**src/rtl/uart_host.sv**
```systemverilog
// rtl/uart_host.sv - host-side UART master issuing 18-bit odd-parity regfile packets
module uart_host #(
    parameter int RSP_TIMEOUT = 2048,
    parameter int GAP_CYCLES  = 32
) (
    input  logic       clk,
    input  logic       reset_n,
    input  logic       cmd_valid,
    output logic       cmd_ready,
    input  logic       cmd_write,
    input  logic [7:0] cmd_addr,
    input  logic [7:0] cmd_wdata,
    output logic       posi,
    input  logic       piso,
    output logic       rsp_valid,
    output logic [7:0] rsp_data,
    output logic       rsp_parity_err,
    output logic       rsp_frame_err,
    output logic       rsp_addr_err,
    output logic       rsp_timeout
);
    localparam int TW = $clog2(RSP_TIMEOUT + 1) + 1;
    localparam int GW = $clog2(GAP_CYCLES + 1);
    localparam logic [TW-1:0] TO_LAST  = TW'(RSP_TIMEOUT - 1);
    localparam logic [GW-1:0] GAP_LAST = GW'(GAP_CYCLES - 1);

    typedef enum logic [2:0] {
        IDLE     = 3'd0,
        TX       = 3'd1,
        WAIT_RSP = 3'd2,
        RX       = 3'd3,
        RSP      = 3'd4,
        GAP      = 3'd5
    } state_t;

    state_t state, state_next;

    logic [18:0]   tx_shift;
    logic [3:0]    tx_cyc;
    logic [4:0]    tx_idx;
    logic          is_read;
    logic [7:0]    req_addr;
    logic          piso_s1, piso_s2;
    logic [TW-1:0] to_cnt;
    logic [8:0]    rx_cnt;
    logic [17:0]   rx_shift;
    logic [GW-1:0] gap_cnt;

    logic          accept, tx_tick, rx_sample;
    logic [4:0]    rx_idx;
    logic [16:0]   tx_body;
    logic          posi_d;
    logic [7:0]    rsp_data_d;
    logic [3:0]    rsp_flags_d;

    assign accept    = (state == IDLE) && cmd_valid && cmd_ready;
    assign tx_tick   = (state == TX) && (tx_cyc == 4'd15);
    assign rx_idx    = rx_cnt[8:4];
    // rx_cnt counts cycles since the edge cycle, so mid-bit samples land on low nibble 7
    assign rx_sample = (state == RX) && (rx_cnt[3:0] == 4'd7);
    assign tx_body   = {cmd_addr, cmd_write ? cmd_wdata : 8'h00, cmd_write};

    always_ff @(posedge clk or negedge reset_n) begin
        if (!reset_n) state <= IDLE;
        else          state <= state_next;
    end

    always_comb begin
        state_next = state;
        case (state)
            IDLE:     if (accept) state_next = TX;
            TX:       if (tx_tick && tx_idx == 5'd19) state_next = is_read ? WAIT_RSP : RSP;
            WAIT_RSP: begin
                if (to_cnt >= TO_LAST) state_next = RSP;
                else if (!piso_s2)     state_next = RX;
            end
            RX: begin
                if (rx_sample) begin
                    if (rx_idx == 5'd0 && piso_s2) state_next = WAIT_RSP;
                    else if (rx_idx == 5'd19)      state_next = RSP;
                end
            end
            RSP:      state_next = GAP;
            GAP:      if (gap_cnt == GAP_LAST) state_next = IDLE;
            default:  state_next = IDLE;
        endcase
    end

    always_comb begin
        posi_d      = 1'b1;
        rsp_data_d  = rsp_data;
        rsp_flags_d = {rsp_parity_err, rsp_frame_err, rsp_addr_err, rsp_timeout};
        if (state_next == TX)
            posi_d = accept ? 1'b0 : (tx_tick ? tx_shift[0] : posi);
        if (state_next == RSP) begin
            rsp_data_d  = 8'h00;
            rsp_flags_d = 4'b0000;
            if (state == WAIT_RSP) begin
                rsp_flags_d = 4'b0001;
            end else if (state == RX) begin
                // piso_s2 is the stop bit on this cycle; rx_shift holds the full packet
                rsp_flags_d = {~(^rx_shift), ~piso_s2,
                               (rx_shift[16:9] != req_addr) || rx_shift[0], 1'b0};
                if (rsp_flags_d == 4'b0000) rsp_data_d = rx_shift[8:1];
            end
        end
    end

    always_ff @(posedge clk or negedge reset_n) begin
        if (!reset_n) begin
            posi           <= 1'b1;
            cmd_ready      <= 1'b0;
            rsp_valid      <= 1'b0;
            rsp_data       <= 8'h00;
            rsp_parity_err <= 1'b0;
            rsp_frame_err  <= 1'b0;
            rsp_addr_err   <= 1'b0;
            rsp_timeout    <= 1'b0;
            piso_s1        <= 1'b1;
            piso_s2        <= 1'b1;
            tx_shift       <= '0;
            tx_cyc         <= '0;
            tx_idx         <= '0;
            is_read        <= 1'b0;
            req_addr       <= 8'h00;
            to_cnt         <= '0;
            rx_cnt         <= '0;
            rx_shift       <= '0;
            gap_cnt        <= '0;
        end else begin
            piso_s1   <= piso;
            piso_s2   <= piso_s1;
            posi      <= posi_d;
            cmd_ready <= (state_next == IDLE);
            rsp_valid <= (state_next == RSP);
            rsp_data  <= rsp_data_d;
            {rsp_parity_err, rsp_frame_err, rsp_addr_err, rsp_timeout} <= rsp_flags_d;

            // start bit goes straight to posi, so the shifter holds {stop, packet}
            if (accept) begin
                tx_shift <= {1'b1, ~^tx_body, tx_body};
                tx_cyc   <= '0;
                tx_idx   <= '0;
                is_read  <= ~cmd_write;
                req_addr <= cmd_addr;
            end else if (state == TX) begin
                tx_cyc <= tx_cyc + 4'd1;
                if (tx_tick) begin
                    tx_shift <= {1'b1, tx_shift[18:1]};
                    tx_idx   <= tx_idx + 5'd1;
                end
            end

            // timeout budget spans false starts, so RX keeps counting
            if (state == TX)                              to_cnt <= '0;
            else if (state == WAIT_RSP || state == RX)    to_cnt <= to_cnt + TW'(1);

            if (state == WAIT_RSP)  rx_cnt <= 9'd1;
            else if (state == RX)   rx_cnt <= rx_cnt + 9'd1;

            if (rx_sample && rx_idx >= 5'd1 && rx_idx <= 5'd18)
                rx_shift <= {piso_s2, rx_shift[17:1]};

            if (state == RSP)       gap_cnt <= '0;
            else if (state == GAP)  gap_cnt <= gap_cnt + GW'(1);
        end
    end
endmodule

```
**config.mk**
```make
export PLATFORM = sky130hd
export DESIGN_NAME = uart_host
export DESIGN_NICKNAME = d
export VERILOG_FILES = /design/src/rtl/uart_host.sv
export SDC_FILE = /design/constraint.sdc
export NUM_CORES = 1
export LEC_CHECK = 0
export CAP_MARGIN = 20
export CELL_PAD_IN_SITES_DETAIL_PLACEMENT = 0
export CELL_PAD_IN_SITES_GLOBAL_PLACEMENT = 1
export CORE_MARGIN = 2
export CORE_UTILIZATION = 29
export CTS_BUF_LIST = sky130_fd_sc_hd__clkbuf_4 sky130_fd_sc_hd__clkbuf_8
export CTS_CLUSTER_DIAMETER = 30
export DETAILED_ROUTE_END_ITERATION = 10
export PLACE_DENSITY = 0.54
export SYNTH_ARGS = -nofsm -noshare
export SYNTH_HDL_FRONTEND = slang
export SYNTH_SLANG_ARGS = --single-unit
```
**constraint.sdc**
```tcl
create_clock -name clk -period 3.2 [get_ports clk]
set_input_delay 0.32 -clock clk [delete_from_list [all_inputs] [get_ports clk]]
set_output_delay 0.32 -clock clk [all_outputs]
set_load 0.03 [all_outputs]
```
==> results.sh <==
export IMPL_outcome="finished, final reports clean"
export IMPL_timing_final_max_slew_violations=0
export IMPL_worst_clock_skew_ps=10.9
export IMPL_tritoncts="yes"
export IMPL_report_final_hold_viol_count=0
export IMPL_yosys_cell_types_count=47
export IMPL_rsz_0062_raised_after_global_routing="no"
export IMPL_io_pin_count=36
export IMPL_vias_per_cell=4.72
export IMPL_slew_limit_headroom=0.520
export IMPL_cts_buffers=9
export IMPL_cts_htree_levels=3
export IMPL_worst_ir_drop_vdd_mv=0.169
export IMPL_length_in_cells_of_the_worst_reg_to_reg_path=6
export IMPL_post_cts_resized=0
export IMPL_yosys_top_cells_area="dfrtp_1, xnor2_1, nand2_1"
export IMPL_final_core_utilization=0.347
export IMPL_cts_num_sinks=103
export IMPL_first_iter_violations=162
export IMPL_critPathLaunchType="register"
export IMPL_yosys_most_used_dff="dfrtp_1"
export IMPL_worst_ep_arrival_time_ps=2750
export IMPL_number_of_flops_mapped_to_enable_cells_by_yosys=0
export IMPL_layout_filler_cells=1734
export IMPL_crit_fanout=12
export IMPL_tns_ps=0
export IMPL_netlist_area_um2=4980
export IMPL_timing_final_crit_period_ps=2470
export IMPL_critical_path_cell_chain="or4b_4 > a2111oi_2 > o221ai_1 > a211o_1 > or2_4 > o31ai_1"
export IMPL_routed_via_count=3479
export IMPL_rows=47
export IMPL_critical_path_endpoint="rsp_addr_err$_DFFE_PN0N_"
export IMPL_register_bit_total_from_synthesis=103
export IMPL_fin_nets=538
export IMPL_synth_top_cell_by_area="dfrtp_1"
export IMPL_overflow=0
export IMPL_global_route_peak_usage_layer="met2"
export IMPL_layout_area_overhead_vs_synth_pct=16.4
export IMPL_drt_first_pass_iters=4
export IMPL_worst_path_largest_cell_delay_ps=580
export IMPL_diodes=0
export IMPL_ff2ff_setup_slack_ps=730
export IMPL_clock_latency_ps=370
export IMPL_hold_start="piso_s1$_DFF_PN1_"
export IMPL_port_buffers=35
export IMPL_cts_post_setup_buffers_inserted=0
export IMPL_core_area_um2=16700
export IMPL_place_gp_congestion=0.764
export IMPL_grt_antenna_before_repair=0
export IMPL_synth_warning_count=0
export IMPL_met3_usage=0.0375
export IMPL_cp_depth=6
export IMPL_largest_net_degree_at_the_start_of_global_routing=55
export IMPL_worstReg2RegEnd="rsp_addr_err$_DFFE_PN0N_"
export IMPL_syn_num_nets=505
export IMPL_holdBufCountCts=1
export IMPL_drc=0
export IMPL_synth_top_area_share=0.502
export IMPL_rr_startpoint="piso_s2$_DFF_PN1_"
export IMPL_setup_violations=0
export IMPL_mean_area_per_synthesized_cell_um2=10.4
export IMPL_hold_ws_ps=364
export IMPL_cts_root_buffer="clkbuf_8"
export IMPL_drive_gt1_frac=0.103
export IMPL_clkTransAtPathRegs_ps=100
export IMPL_endpoint_kind="register"
export IMPL_synthArstFlopShare=1.00
export IMPL_sum_of_buffers_and_inverters_on_the_critical_path=0
export IMPL_worst_path_dominant_cell_family="compound AO/OA/AOI/OAI gates"
export IMPL_max_slew_worst_pin_slew_ps=715
export IMPL_dieHeight_um=135
export IMPL_fin_crit_sh=0.770
export IMPL_grt_pass1_wl_mm=18.0
export IMPL_met2_usage=0.201
export IMPL_maxCapViolations=0
export IMPL_cp_required_ps=3490
export IMPL_clk_path_buf_depth=2
export IMPL_initial_utilization=0.298
export IMPL_detailedPlacementHpwl_mm=7.20
export IMPL_max_freq_ghz=0.406
export IMPL_min_path_type="register to register"
export IMPL_wl_per_cell_um=14.2
export IMPL_synth_sequential_area_ratio=0.518
export IMPL_crit_path_start="piso_s2$_DFF_PN1_"
export IMPL_criticalPathCategory="register to register"
export IMPL_die_area_um2=18200
export IMPL_power_static_leakage_nw=2.39
export IMPL_global_route_usage_met1=0.170
export IMPL_ant_nets=0
export IMPL_syn_inst=479
export IMPL_die_w_um=135
export IMPL_grt_total_usage=0.126
export IMPL_power_density_nw_per_um2=389
export IMPL_cpMaxStageDelayCell="dfstp_2"
export IMPL_final_routed_wirelength_mm=10.4
export IMPL_grt_pass1_vias=3513
## power by group
group | total (mW) | switching, mW | internal (mW) | leakage [nW]
Combinational | 0.104 | 0.0537 | 0.0505 | 0.976
Clock | 0.849 | 0.456 | 0.393 | 0.101
Sequential | 1.30 | 0.00107 | 1.30 | 1.31
## area by class of cell
| type | count | area, um^2 | share of cell area |
|---|---|---|---|
| flip-flops and latches | 103 | 2580 | 0.445 |
| multi-input cells | 348 | 2280 | 0.393 |
| repair buffers | 46 | 445 | 0.0768 |
| clock inverters | 4 | 55.1 | 0.00949 |
| well taps | 220 | 275 | 0.0475 |
| clock buffers | 12 | 146 | 0.0252 |
| inverters | 4 | 15.0 | 0.00259 |
## metrics by stage
stage | cells | instance area [um^2] | setup slack (ps) | power, mW
after global placement | 720 | 5590 | 760 | 1.44
after global routing | 737 | 5800 | 515 | 2.38
after CTS | 737 | 5800 | 706 | 2.32
after detailed placement | 720 | 5590 | 734 | 1.44
final | 737 | 5800 | 734 | 2.26
after floorplan | 479 | 4980 | 809 | 1.37
## kinds of logic after synthesis
group,Yosys count,share of synthesized area
AO/OA/AOI/OAI,79,0.0975
XOR/XNOR,57,0.103
adder cells (fa/ha/maj),5,0.0126
buffers and inverters,28,0.0251
flip-flops,103,0.518
multiplexers,41,0.0872
AND/OR/NAND/NOR,166,0.156
## state kept, by name, summed over array words and instances (netlist names), 4 cells and up
signal	count
tx_shift	19
rx_shift	18
to_cnt	13
rx_cnt	9
req_addr	8
rsp_data	8
gap_cnt	6
tx_idx	5
tx_cyc	4
## per-layer routing
metal | wire, um | share of wire
met1 | 5070 | 0.49
met2 | 4920 | 0.47
met3 | 403 | 0.039
met4 | 52 | 0.0050
met5 | 0 | 0
## Yosys cell counts, types with 6 or more instances
master	n
a21oi_1	8
a22o_1	6
clkbuf_1	15
dfrtp_1	100
mux2_2	19
mux2i_1	22
nand2_1	60
nand3_1	29
nand4_1	10
nor2_1	35
nor3_1	6
o21ai_0	37
o21ai_1	8
xnor2_1	38
xor2_1	18
## how the worst min path moves through the flow
stage	endpoint	slack (ps)	cells past startpoint
2_1_floorplan	cmd_ready$_DFF_PN0_	20	0
3_3_place_gp	piso_s2$_DFF_PN1_	350	0
3_5_place_dp	piso_s2$_DFF_PN1_	350	0
4_1_cts	piso_s2$_DFF_PN1_	370	0
5_1_grt	piso_s1$_DFF_PN1_	370	1
6_report	piso_s2$_DFF_PN1_	360	0
## layout by cell type (no fill, tap or decap), types with 4 or more instances in the layout
cell type,instances
nand2_1,60
nor2_1,35
o21ai_1,8
a22o_1,6
o31ai_1,5
nand4_1,10
nor3_1,6
clkdlybuf4s50_1,34
ha_1,5
mux2_2,19
clkbuf_8,9
xor2_1,18
o21ai_0,37
mux2i_1,22
xnor2_1,38
nand3_1,29
buf_4,10
a21oi_1,8
inv_1,4
dfrtp_1,100
Note: power is estimated with default switching activity, not from simulation.
